--- src/rtl/downcounter_ctrl_if.sv ---
// Bundle between the pushbutton/counter environment and downcounter_ctrl.
// pb_* are single-cycle event pulses sampled on clk; all controller outputs are registered.
interface downcounter_ctrl_if;
   logic       pb_start;
   logic       pb_set;
   logic       pb_inc;
   logic       pb_rst;
   logic       count_zero;
   logic       en;
   logic       load;
   logic [3:0] initial_2;
   logic [3:0] initial_1;
   logic [3:0] initial_0;
   logic       set_mode;
   logic [1:0] cursor;
   logic [2:0] state_dbg;

   modport master (
      input  pb_start, pb_set, pb_inc, pb_rst, count_zero,
      output en, load, initial_2, initial_1, initial_0, set_mode, cursor, state_dbg
   );

   modport slave (
      output pb_start, pb_set, pb_inc, pb_rst, count_zero,
      input  en, load, initial_2, initial_1, initial_0, set_mode, cursor, state_dbg
   );
endinterface

--- src/rtl/downcounter_ctrl.sv ---
// Set/run/pause controller for the M:SS down counter: owns preset digits,
// drives count enable and the one-cycle load strobe.
module downcounter_ctrl #(
   parameter logic [3:0] INIT_D2 = 4'd1,
   parameter logic [3:0] INIT_D1 = 4'd0,
   parameter logic [3:0] INIT_D0 = 4'd0
) (
   input logic                 clk,
   input logic                 rst_n,
   downcounter_ctrl_if.master  bus
);

   // state_dbg encoding: 0 IDLE, 1 SET, 2 RUN, 3 PAUSE, 4 DONE
   typedef enum logic [2:0] {
      S_IDLE  = 3'd0,
      S_SET   = 3'd1,
      S_RUN   = 3'd2,
      S_PAUSE = 3'd3,
      S_DONE  = 3'd4
   } state_t;

   state_t     state_q, state_d;
   logic [1:0] cursor_q, cursor_d;
   logic [3:0] d2_q, d2_d, d1_q, d1_d, d0_q, d0_d;
   logic       load_q, load_d;
   logic       en_q, set_mode_q;
   logic       first_q;
   logic       preset_zero;

   function automatic logic [3:0] wrap_inc(input logic [3:0] v, input logic [3:0] max_v);
      return (v >= max_v) ? 4'd0 : v + 4'd1;
   endfunction

   assign preset_zero = (d2_q == 4'd0) && (d1_q == 4'd0) && (d0_q == 4'd0);

   always_ff @(posedge clk or negedge rst_n) begin
      if (!rst_n) begin
         state_q    <= S_IDLE;
         cursor_q   <= 2'd0;
         d2_q       <= INIT_D2;
         d1_q       <= INIT_D1;
         d0_q       <= INIT_D0;
         load_q     <= 1'b0;
         en_q       <= 1'b0;
         set_mode_q <= 1'b0;
         first_q    <= 1'b1;
      end else begin
         state_q    <= state_d;
         cursor_q   <= cursor_d;
         d2_q       <= d2_d;
         d1_q       <= d1_d;
         d0_q       <= d0_d;
         load_q     <= load_d;
         en_q       <= (state_d == S_RUN);
         set_mode_q <= (state_d == S_SET);
         first_q    <= 1'b0;
      end
   end

   always_comb begin
      state_d  = state_q;
      cursor_d = cursor_q;
      d2_d     = d2_q;
      d1_d     = d1_q;
      d0_d     = d0_q;
      load_d   = 1'b0;

      // The first edge after reset only issues the power-on load; pulses there are
      // dropped so that load can never overlap en or repeat back-to-back.
      if (first_q) begin
         load_d = 1'b1;
      end else begin
         case (state_q)
            S_IDLE: begin
               if (bus.pb_rst) begin
                  state_d = S_IDLE;
               end else if (bus.pb_start) begin
                  if (!preset_zero) state_d = S_RUN;
               end else if (bus.pb_set) begin
                  state_d  = S_SET;
                  cursor_d = 2'd2;
               end
            end
            S_SET: begin
               if (bus.pb_rst) begin
                  state_d = S_IDLE;
                  load_d  = 1'b1;
               end else if (bus.pb_set) begin
                  if (cursor_q == 2'd0) begin
                     state_d = S_IDLE;
                     load_d  = 1'b1;
                  end else begin
                     cursor_d = cursor_q - 2'd1;
                  end
               end else if (bus.pb_inc) begin
                  case (cursor_q)
                     2'd2:    d2_d = wrap_inc(d2_q, 4'd9);
                     2'd1:    d1_d = wrap_inc(d1_q, 4'd5);
                     2'd0:    d0_d = wrap_inc(d0_q, 4'd9);
                     default: d0_d = d0_q;
                  endcase
               end
            end
            S_RUN: begin
               if (bus.pb_rst) begin
                  state_d = S_IDLE;
                  load_d  = 1'b1;
               end else if (bus.count_zero) begin
                  state_d = S_DONE;
               end else if (bus.pb_start) begin
                  state_d = S_PAUSE;
               end
            end
            S_PAUSE: begin
               if (bus.pb_rst) begin
                  state_d = S_IDLE;
                  load_d  = 1'b1;
               end else if (bus.pb_start) begin
                  state_d = S_RUN;
               end
            end
            S_DONE: begin
               if (bus.pb_rst || bus.pb_start) begin
                  state_d = S_IDLE;
                  load_d  = 1'b1;
               end
            end
            default: begin
               state_d = S_IDLE;
               load_d  = 1'b1;
            end
         endcase
      end

      if (state_d != S_SET) cursor_d = 2'd0;
   end

   assign bus.en        = en_q;
   assign bus.load      = load_q;
   assign bus.initial_2 = d2_q;
   assign bus.initial_1 = d1_q;
   assign bus.initial_0 = d0_q;
   assign bus.set_mode  = set_mode_q;
   assign bus.cursor    = cursor_q;
   assign bus.state_dbg = state_q;

endmodule

--- src/flat_wrapper.sv ---
// flat-port wrapper written by rule: the top's interface ports become plain ports
module downcounter_ctrl_flat 
#(
   parameter logic [3:0] INIT_D2 = 4'd1,
   parameter logic [3:0] INIT_D1 = 4'd0,
   parameter logic [3:0] INIT_D0 = 4'd0
)
  (clk, rst_n, bus_pb_start, bus_pb_set, bus_pb_inc, bus_pb_rst, bus_count_zero, bus_en, bus_load, bus_initial_2, bus_initial_1, bus_initial_0, bus_set_mode, bus_cursor, bus_state_dbg);
  downcounter_ctrl_if bus_i ();
  input logic clk;
  input logic rst_n;
  input wire logic [$bits(bus_i.pb_start)-1:0] bus_pb_start;
  input wire logic [$bits(bus_i.pb_set)-1:0] bus_pb_set;
  input wire logic [$bits(bus_i.pb_inc)-1:0] bus_pb_inc;
  input wire logic [$bits(bus_i.pb_rst)-1:0] bus_pb_rst;
  input wire logic [$bits(bus_i.count_zero)-1:0] bus_count_zero;
  output wire logic [$bits(bus_i.en)-1:0] bus_en;
  output wire logic [$bits(bus_i.load)-1:0] bus_load;
  output wire logic [$bits(bus_i.initial_2)-1:0] bus_initial_2;
  output wire logic [$bits(bus_i.initial_1)-1:0] bus_initial_1;
  output wire logic [$bits(bus_i.initial_0)-1:0] bus_initial_0;
  output wire logic [$bits(bus_i.set_mode)-1:0] bus_set_mode;
  output wire logic [$bits(bus_i.cursor)-1:0] bus_cursor;
  output wire logic [$bits(bus_i.state_dbg)-1:0] bus_state_dbg;
  assign bus_i.pb_start = bus_pb_start;
  assign bus_i.pb_set = bus_pb_set;
  assign bus_i.pb_inc = bus_pb_inc;
  assign bus_i.pb_rst = bus_pb_rst;
  assign bus_i.count_zero = bus_count_zero;
  assign bus_en = bus_i.en;
  assign bus_load = bus_i.load;
  assign bus_initial_2 = bus_i.initial_2;
  assign bus_initial_1 = bus_i.initial_1;
  assign bus_initial_0 = bus_i.initial_0;
  assign bus_set_mode = bus_i.set_mode;
  assign bus_cursor = bus_i.cursor;
  assign bus_state_dbg = bus_i.state_dbg;
  downcounter_ctrl #(.INIT_D2(INIT_D2), .INIT_D1(INIT_D1), .INIT_D0(INIT_D0)) u_core (.clk(clk), .rst_n(rst_n), .bus(bus_i));
endmodule
--- config.mk ---
export PLATFORM = sky130hd
export DESIGN_NAME = downcounter_ctrl_flat
export DESIGN_NICKNAME = d
export VERILOG_FILES = /design/src/rtl/downcounter_ctrl_if.sv /design/src/rtl/downcounter_ctrl.sv /design/src/flat_wrapper.sv
export SDC_FILE = /design/constraint.sdc
export NUM_CORES = 1
export LEC_CHECK = 0
export ABC_AREA = 0
export ABC_CLOCK_PERIOD_IN_PS = 2700
export CORE_MARGIN = 4
export CORE_UTILIZATION = 55
export CTS_CLUSTER_DIAMETER = 100
export DETAILED_ROUTE_END_ITERATION = 8
export GPL_ROUTABILITY_DRIVEN = 1
export GPL_TIMING_DRIVEN = 0
export HOLD_SLACK_MARGIN = 0.06
export PLACE_DENSITY = 0.94
export SYNTH_ARGS = -nofsm -noshare
export SYNTH_HDL_FRONTEND = slang
export SYNTH_SLANG_ARGS = --single-unit
--- constraint.sdc ---
create_clock -name clk -period 2.7 [get_ports clk]
set_input_delay 0.405 -clock clk [delete_from_list [all_inputs] [get_ports clk]]
set_output_delay 0.405 -clock clk [all_outputs]
set_load 0.01 [all_outputs]
==> results of run 1 <==
-- how the worst max path moves through the flow --
| stage | from | end | slack [ns] | cells past startpoint |
|---|---|---|---|---|
| 2_1_floorplan | u_core.bus.initial_2[0]$_DFFE_PN1P_ | u_core.bus.cursor[1]$_DFFE_PN0P_ | 0.93 | 7 |
| 3_3_place_gp | bus_pb_set | u_core.bus.cursor[1]$_DFFE_PN0P_ | 0.62 | 6 |
| 3_5_place_dp | bus_pb_set | u_core.bus.cursor[1]$_DFFE_PN0P_ | 0.61 | 6 |
| 4_1_cts | u_core.bus.initial_0[0]$_DFFE_PN0P_ | u_core.bus.cursor[1]$_DFFE_PN0P_ | 0.67 | 7 |
| 5_1_grt | u_core.bus.initial_0[0]$_DFFE_PN0P_ | u_core.bus.cursor[1]$_DFFE_PN0P_ | 0.54 | 7 |
| 6_report | u_core.bus.initial_0[0]$_DFFE_PN0P_ | u_core.bus.cursor[1]$_DFFE_PN0P_ | 0.69 | 7 |
-- worst max-delay path, stage by stage, from the launching register on --
cell	delay (ns)
dfrtp_1	0.46
inv_1	0.14
ha_1	0.16
nor4bb_1	0.34
and4b_1	0.26
o31ai_2	0.09
nor3b_2	0.29
and3_1	0.20
-- layer usage --
metal  global-route usage  share of wire
met5                    0              0
met4              0.04636         0.0042
met3              0.03341          0.048
met2               0.3516           0.51
met1               0.2645           0.44
-- registers in the layout, summed over array words and instances, names as in the netlist --
signal and cells:
u_core.bus.cursor 2, u_core.bus.en 1, u_core.bus.initial_0 4, u_core.bus.initial_1 4
u_core.bus.initial_2 4, u_core.bus.load 1, u_core.bus.set_mode 1, u_core.bus.state_dbg 3
u_core.first_q 1
-- power groups by stage --
stage	Combinational (mW)	Clock [mW]	Sequential (mW)
CTS	0.326	0.164	0.414
floorplan	0.159	0	0.428
finish	0.324	0.157	0.415
detailed placement	0.324	0	0.420
global route	0.355	0.177	0.422
global placement	0.307	0	0.415
-- cell type report --
type | instances | area (µm²)
fillers | 184 | 599.3
inverters | 11 | 41.29
clock buffers | 3 | 22.52
flip-flops and latches | 21 | 528.0
well taps | 28 | 35.03
clock inverters | 1 | 5.005
plain buffers | 5 | 38.79
multi-input cells | 111 | 777.0
repair buffers | 25 | 250.2
-- metrics by stage --
| stage | cell area, µm² | power, mW | hold WS (ns) |
|---|---|---|---|
| after detailed placement | 1670 | 0.7435 | 0.5366 |
| after global placement | 1670 | 0.7214 | 0.5313 |
| final | 1698 | 0.8968 | 0.3616 |
| after floorplan | 1385 | 0.5877 | 0.1094 |
| after global routing | 1698 | 0.9547 | 0.3633 |
| after CTS | 1698 | 0.9035 | 0.3553 |
-- cell usage after synthesis (3+ instances only) --
library cell / count
nor2_1: 6
o21ai_1: 4
o21ai_0: 12
dfrtp_1: 19
a21oi_1: 5
nand2_1: 15
inv_1: 11
nand2b_1: 3
nand4_1: 4
ha_1: 15
buf_4: 3
nand3_1: 11
-- logic make-up after synthesis --
group           synth area share
compound gates            0.1635
other cells             0.002707
flops                     0.3812
simple gates              0.2520
fa+ha+maj                 0.1355
mux                     0.007227
buf+inv                  0.05781
==> results.tsv, run 1 <==
metric	value	unit
Place WS	0.6142	ns
Logic pwr share	0.362	
R2R Setup Slk	0.69	ns
leading cell type in the layout, fill and taps excluded	clkdlybuf4s50_1	
worst r2r dst	u_core.bus.cursor[1]$_DFFE_PN0P_	
final hold vios	0	
status	finished clean	
Req. time, crit path	2.95	ns
Pre-antenna DRT Iters	4	
layout cell share with drive strength beyond 1	0.1130	
top post-synthesis cells by area	dfrtp_1, ha_1, o21ai_0	
Syn. warnings	0	
CTS Buffer Depth	2	
clk slew on worst S/H paths	0.13	ns
DIE WIDTH	58.18	µm
Routability Congestion	0.9064	
worst hold endpoint	u_core.bus.state_dbg[2]$_DFF_PN0_	
register share of total power	0.463	
PwrDens	528.2	nW/µm²
final non-filler cell total	205	
# hold bufs at CTS	0	
clock sink total	21	
fin util	0.7391	
Via density	5.854	
sw frac	0.3654	
number of flops mapped to enable cells by yosys	0	
CTS H-tree depth	1	
Int Pwr	0.5691	mW
Worst Path Class, Setup	reg -> reg	
postcts setup bufs	0	
number of antenna violations at the first check in global routing	0	
Layout Skew	0.003080	ns
Syn-to-layout area delta	22.58	%
initial core utilization	0.6029	
root buffer cell	clkbuf_4	
sequential share of the synthesized area	0.3812	
asr flop ratio synth	1.000	
critical path fanouts, max	5	
post_cts resized	0	
Hold Crit Depth	2	
Detailed Place HPWL	2339	µm
Final Critical Period	2.006	ns
commonest non-fill, non-tap cells in the layout	clkdlybuf4s50_1, dfrtp_1, nand2_1, ha_1, o21ai_0	
Slew @ Worst Pin	0.9528	ns
antenna viol nets, final	0	
number of global-route vias before repair	1193	
crit path DAT	2.26	ns
RSZ-0062 raised after global routing	no	
flops & latches, synth	21	
IO buf count	25	
worst r2r path cells	7	
Placed Instances	201	
NetSw	0.3277	mW
CTS tree	built	
TritonCTS buffer count	3	
top cell type's share of synthesized area	0.3433	
max cap viols	0	
VDD IR max	0.3662	mV
R2R Path Start	u_core.bus.initial_0[0]$_DFFE_PN0P_	
DR DRC count	0	
class of the worst hold path	in -> reg	
Synth Instances	148	
setup ws final	0.6939	ns
worst-skew pair later-pin latency	0.31	ns
Final Slew Violations	0	
fin crit share	0.7430	
Overflow after GRT	0	
CP Launch Type	flip-flop	
Most used DFF post-synth	dfrtp_1	
hold path start	bus_pb_rst	
Post-Route Setup TNS	0	ns
syn avg cell area	9.359	µm²
Core ar.	2297	µm²
total inserted antenna cells	0	
FP Rows	17	
Clock Power Share	0.176	
routed via count	1200	
Worst Setup End Kind	flip-flop	
drt wl/cell	15.20	µm
Mapped Area	1385	µm²
Iter 0 DRT Violations	70	
Worst slew margin	0.3628	
I/O pins	27	
cell taking the most area after synthesis	dfrtp_1	
Max Clock Freq	0.4985	GHz
first-pass GRT wire length	5451	µm
largest net degree at the start of global routing	22	
# setup viols final	0	
synth unique cells	42	
fin nets	200	
final wirelength	3117	µm
leakage	0.7523	nW
die height	58.18	µm
Synth Net Count	170	
total track usage	0.2032	
die area	3385	µm²
(Power assumes the default switching activity.)
==> run 2: changes to the inputs <==
Settings changed: ABC_CLOCK_PERIOD_IN_PS 2700 to 1900, CORE_UTILIZATION 55 to 51, PLACE_DENSITY 0.94 to 0.89.
Clock period 2.7 ns to 1.9 ns, I/O delays scaled along.
==> results.tsv, run 2 (same netlist as run 1, synthesis figures left out) <==
metric	value	unit
clk slew on worst S/H paths	0.11	ns
multi-input logic area	824.5	µm²
Worst Setup End Kind	flip-flop	
Detail Route met3 WL	144	µm
status	finished clean	
leading cell type in the layout, fill and taps excluded	clkdlybuf4s50_1	
number of antenna violations at the first check in global routing	0	
largest net degree at the start of global routing	22	
hold path start	bus_pb_rst	
Final Critical Period	1.822	ns
Cell Chain, Critical Path	inv_2 -> ha_4 -> nor4bb_4 -> and4b_1 -> o31ai_4 -> nor3b_4 -> and3_1	
crit path DAT	2.03	ns
# setup viols final	0	
initial core utilization	0.5491	
Layout Skew	0.003027	ns
max incr delay on CP	0.56	ns
routed via count	1228	
CTS Buffer Depth	2	
FF/Latch Area	528.0	µm²
class of the worst hold path	in -> reg	
Worst slew margin	0.3653	
met2 wire length	1649	µm
IO buf count	25	
Hold Crit Depth	2	
critical path fanouts, max	4	
Detailed Place HPWL	2312	µm
VDD IR max	0.7040	mV
drt wl/cell	15.14	µm
Routability Congestion	0.8692	
Final Slew Violations	0	
Filler Cell Count	193	
TritonCTS buffer count	3	
cell family with most CP delay	simple AND/OR/NAND/NOR gates	
Core ar.	2522	µm²
Post-Route Setup TNS	0	ns
final non-filler cell total	214	
I/O pins	27	
Bufs and invs on worst path	1	
total inserted antenna cells	0	
Worst Path Class, Setup	reg -> reg	
worst hold endpoint	u_core.bus.state_dbg[2]$_DFF_PN0_	
DR DRC count	0	
Crit-path slowest cell	dfstp_2	
RSZ-0062 raised after global routing	yes	
CTS H-tree depth	1	
Req. time, crit path	2.10	ns
final wirelength	3241	µm
R2R Setup Slk	0.08	ns
CTS tree	built	
root buffer cell	clkbuf_4	
leakage	0.7765	nW
worst r2r dst	u_core.bus.cursor[1]$_DFFE_PN0P_	
Iter 0 DRT Violations	60	
routed length on met1	1418	µm
first-pass GRT wire length	5444	µm
R2R Path Start	u_core.bus.initial_2[0]$_DFFE_PN1P_	
DIE WIDTH	60.12	µm
fin nets	207	
commonest non-fill, non-tap cells in the layout	clkdlybuf4s50_1, dfrtp_1, nand2_1, ha_1, o21ai_0	
max cap viols	0	
Syn-to-layout area delta	29.90	%
fin crit share	0.9590	
layout cell share with drive strength beyond 1	0.1793	
Placed Instances	203	
die height	60.12	µm
die area	3614	µm²
FP Rows	18	
number of global-route vias before repair	1236	
Overflow after GRT	0	
worst r2r path cells	7	
total track usage	0.1976	
CP Launch Type	flip-flop	
DR top layer	met4	
final hold vios	0	
Slew @ Worst Pin	0.9491	ns
Max Clock Freq	0.5488	GHz
Via density	5.738	
PwrDens	759.4	nW/µm²
clock sink total	21	
antenna viol nets, final	0	
worst-skew pair later-pin latency	0.30	ns
Pre-antenna DRT Iters	4	
run 2: layout make-up:
class                      instances  share of cell area
multi-input combinational        111              0.4583
buffer                             5             0.02156
sequential                        21              0.2935
tap                               30             0.02086
timing repair buffer              32              0.1683
clock buffer                       4             0.01460
inverter                          11             0.02295
run 2: timing repair:
item | in CTS | in global routing
endpoints found under the setup margin | 3 | 4
gates resized for setup | 2 | 9
pin swaps | 2 | 6
hold buffers | 0 | 0
hold endpoints to repair | 0 | 0
buffers inserted | 4 | 3
run 2: per-stage QoR:
stage	hold slack, ns	utilization	worst slack, ns	total power, mW	cell area [µm²]
after CTS	0.2383	0.6915	0.03606	1.318	1744
after global placement	0.5396	0.6632	-0.07890	1.030	1673
final	0.2731	0.7133	0.07799	1.366	1799
after floorplan	-0.01059	-	0.1338	0.8352	1385
after detailed placement	0.5372	0.6632	-0.1011	1.055	1673
after global routing	0.2688	0.7133	-0.02620	1.463	1799
run 2: worst max path at each step:
| stage | start | endpoint | slack, ns | cells after the start |
|---|---|---|---|---|
| floorplan | u_core.bus.initial_2[0]$_DFFE_PN1P_ | u_core.bus.cursor[1]$_DFFE_PN0P_ | 0.13 | 7 |
| global route | u_core.bus.initial_2[1]$_DFFE_PN0P_ | u_core.bus.cursor[1]$_DFFE_PN0P_ | -0.03 | 7 |
| global placement | bus_pb_set | u_core.bus.cursor[1]$_DFFE_PN0P_ | -0.08 | 6 |
| detailed placement | bus_pb_set | u_core.bus.initial_1[2]$_DFFE_PN0P_ | -0.10 | 6 |
| finish | u_core.bus.initial_2[0]$_DFFE_PN1P_ | u_core.bus.cursor[1]$_DFFE_PN0P_ | 0.08 | 7 |
| CTS | u_core.bus.initial_0[0]$_DFFE_PN0P_ | u_core.bus.cursor[1]$_DFFE_PN0P_ | 0.04 | 7 |
run 2: layer usage:
layer | vias to the layer above | global-route usage
met2 | 30 | 0.3333
met4 | 0 | 0.04114
met3 | 4 | 0.06263
li1 | 604 | -
met5 | - | 0
met1 | 590 | 0.2460
run 2: power by group:
part	leakage [nW]	switching [mW]	internal, mW	total [mW]
logic	0.493	0.280	0.285	0.566
registers	0.268	0.0760	0.509	0.585
clock network	0.0150	0.133	0.0819	0.215
==> run 3: changes to the inputs <==
Settings changed: GPL_ROUTABILITY_DRIVEN 1 to 0.
==> results.tsv, run 3 (same netlist as run 1, synthesis figures left out) <==
metric	value	unit
status	finished clean	
Clock Power Share	0.154	
register share of total power	0.427	
DP Area	1673	µm²
final hold vios	0	
DIE WIDTH	60.12	µm
Detailed Place HPWL	2389	µm
leading cell type in the layout, fill and taps excluded	clkdlybuf4s50_1	
critical path fanouts, max	4	
CP Launch Type	flip-flop	
total track usage	0.1889	
Iter 0 DRT Violations	65	
drt wl/cell	16.50	µm
leakage	0.8010	nW
I/O pins	27	
Final Slew Violations	0	
clk slew on worst S/H paths	0.11	ns
crit path DAT	2.09	ns
Req. time, crit path	2.10	ns
Hold Crit Depth	2	
worst r2r path cells	7	
post-route cell area	1841	µm²
root buffer cell	clkbuf_4	
clock sink total	21	
Worst Path Class, Setup	reg -> reg	
fin crit share	0.9929	
Logic pwr share	0.419	
number of global-route vias before repair	1233	
Overflow after GRT	0	
CTS tree	built	
TritonCTS buffer count	3	
Via density	5.932	
number of antenna violations at the first check in global routing	0	
Crit-path slowest cell	dfstp_2	
layout cell share with drive strength beyond 1	0.2063	
die area	3614	µm²
IO buf count	25	
VDD IR max	0.7076	mV
Place WS	-0.04979	ns
Worst Setup End Kind	flip-flop	
worst-skew pair later-pin latency	0.30	ns
first-pass GRT wire length	5250	µm
setup ws final	0.01351	ns
Max Clock Freq	0.5301	GHz
CTS H-tree depth	1	
largest net degree at the start of global routing	22	
fin nets	212	
Core ar.	2522	µm²
CTS Buffer Depth	2	
Final Critical Period	1.886	ns
total inserted antenna cells	0	
# setup viols final	0	
Slew @ Worst Pin	0.9424	ns
antenna viol nets, final	0	
class of the worst hold path	in -> reg	
max cap viols	0	
Cell Chain, Critical Path	inv_4 -> ha_4 -> nor4bb_4 -> and4b_2 -> o31ai_4 -> nor3b_4 -> and3_1	
max incr delay on CP	0.61	ns
Pre-antenna DRT Iters	4	
commonest non-fill, non-tap cells in the layout	clkdlybuf4s50_1, dfrtp_1, nand2_1, buf_4, ha_1	
Int Pwr	0.8773	mW
NetSw	0.5020	mW
DR DRC count	0	
initial core utilization	0.5491	
sw frac	0.3640	
Worst slew margin	0.3698	
Syn-to-layout area delta	32.88	%
FP Rows	18	
# hold bufs at CTS	0	
routed via count	1299	
PwrDens	749.4	nW/µm²
Layout Skew	0.001226	ns
die height	60.12	µm
final wirelength	3614	µm
-- run 3: cell count changes in the layout (fill, tap and decap cells not counted), sizes merged --
cell  previous run  this run
buf             12        17
-- run 3: area by class of cell --
cell class	count	area, µm²
buffer	5	38.79
clock buffer	4	26.28
fill	187	681.9
inverter	11	43.79
multi-input combinational	111	825.8
sequential	21	528.0
tap	30	37.54
timing repair buffer	37	340.3
-- run 3: what timing repair did --
action,in CTS,in global routing
endpoints found under the setup margin,3,2
buffers inserted,1,11
resized for setup,2,11
pin swaps,2,5
gates cloned,0,0
-- run 3: per-stage QoR --
step,power (mW),setup TNS [ns],std cells,utilization,hold WS (ns)
2_1_floorplan,0.8352,0,148,-,-0.01059
3_3_place_gp,1.027,-0.04512,203,0.6632,0.5311
3_5_place_dp,1.061,-0.1346,203,0.6632,0.5409
4_1_cts,1.298,0,208,0.6820,0.2576
5_1_grt,1.457,-0.08857,219,0.7297,0.2716
6_report,1.379,0,219,0.7297,0.2831
-- run 3: metal layers --
| layer | track usage | share of wire |
|---|---|---|
| met5 | 0 | 0 |
| met2 | 0.3179 | 0.50 |
| met3 | 0.04968 | 0.055 |
| met4 | 0.05063 | 0.021 |
| met1 | 0.2377 | 0.42 |
-- run 3: critical path: cells and delay by family, from the launching register on --
family	cells	cell delay [ns]
buffers and inverters	1	0.06
DFF	1	0.61
adders and majority gates	1	0.14
AOI/OAI and AO/OA	1	0.27
and+or+nand+nor	4	0.73
-- run 3: power by group through the flow --
stage	Clock (mW)	Sequential (mW)	Combinational [mW]
detailed placement	0	0.598	0.463
floorplan	0	0.609	0.226
finish	0.212	0.590	0.578
CTS	0.217	0.580	0.501
global placement	0	0.590	0.437
global route	0.237	0.599	0.622
-- run 3: path summary, 6_finish.rpt --
path | from | to | slack, ns
setup / recovery | u_core.bus.initial_2[0]$_DFFE_PN1P_ | u_core.bus.cursor[1]$_DFFE_PN0P_ | 0.01
min in group asynchronous | rst_n | u_core.bus.en$_DFF_PN0_ | 0.50
hold reg to reg | u_core.bus.initial_1[3]$_DFFE_PN0P_ | u_core.bus.initial_1[3]$_DFFE_PN0P_ | 0.57
max in group asynchronous | rst_n | u_core.bus.cursor[1]$_DFFE_PN0P_ | 0.83
setup reg to reg | u_core.bus.initial_2[0]$_DFFE_PN1P_ | u_core.bus.cursor[1]$_DFFE_PN0P_ | 0.01
hold / removal | bus_pb_rst | u_core.bus.state_dbg[2]$_DFF_PN0_ | 0.28
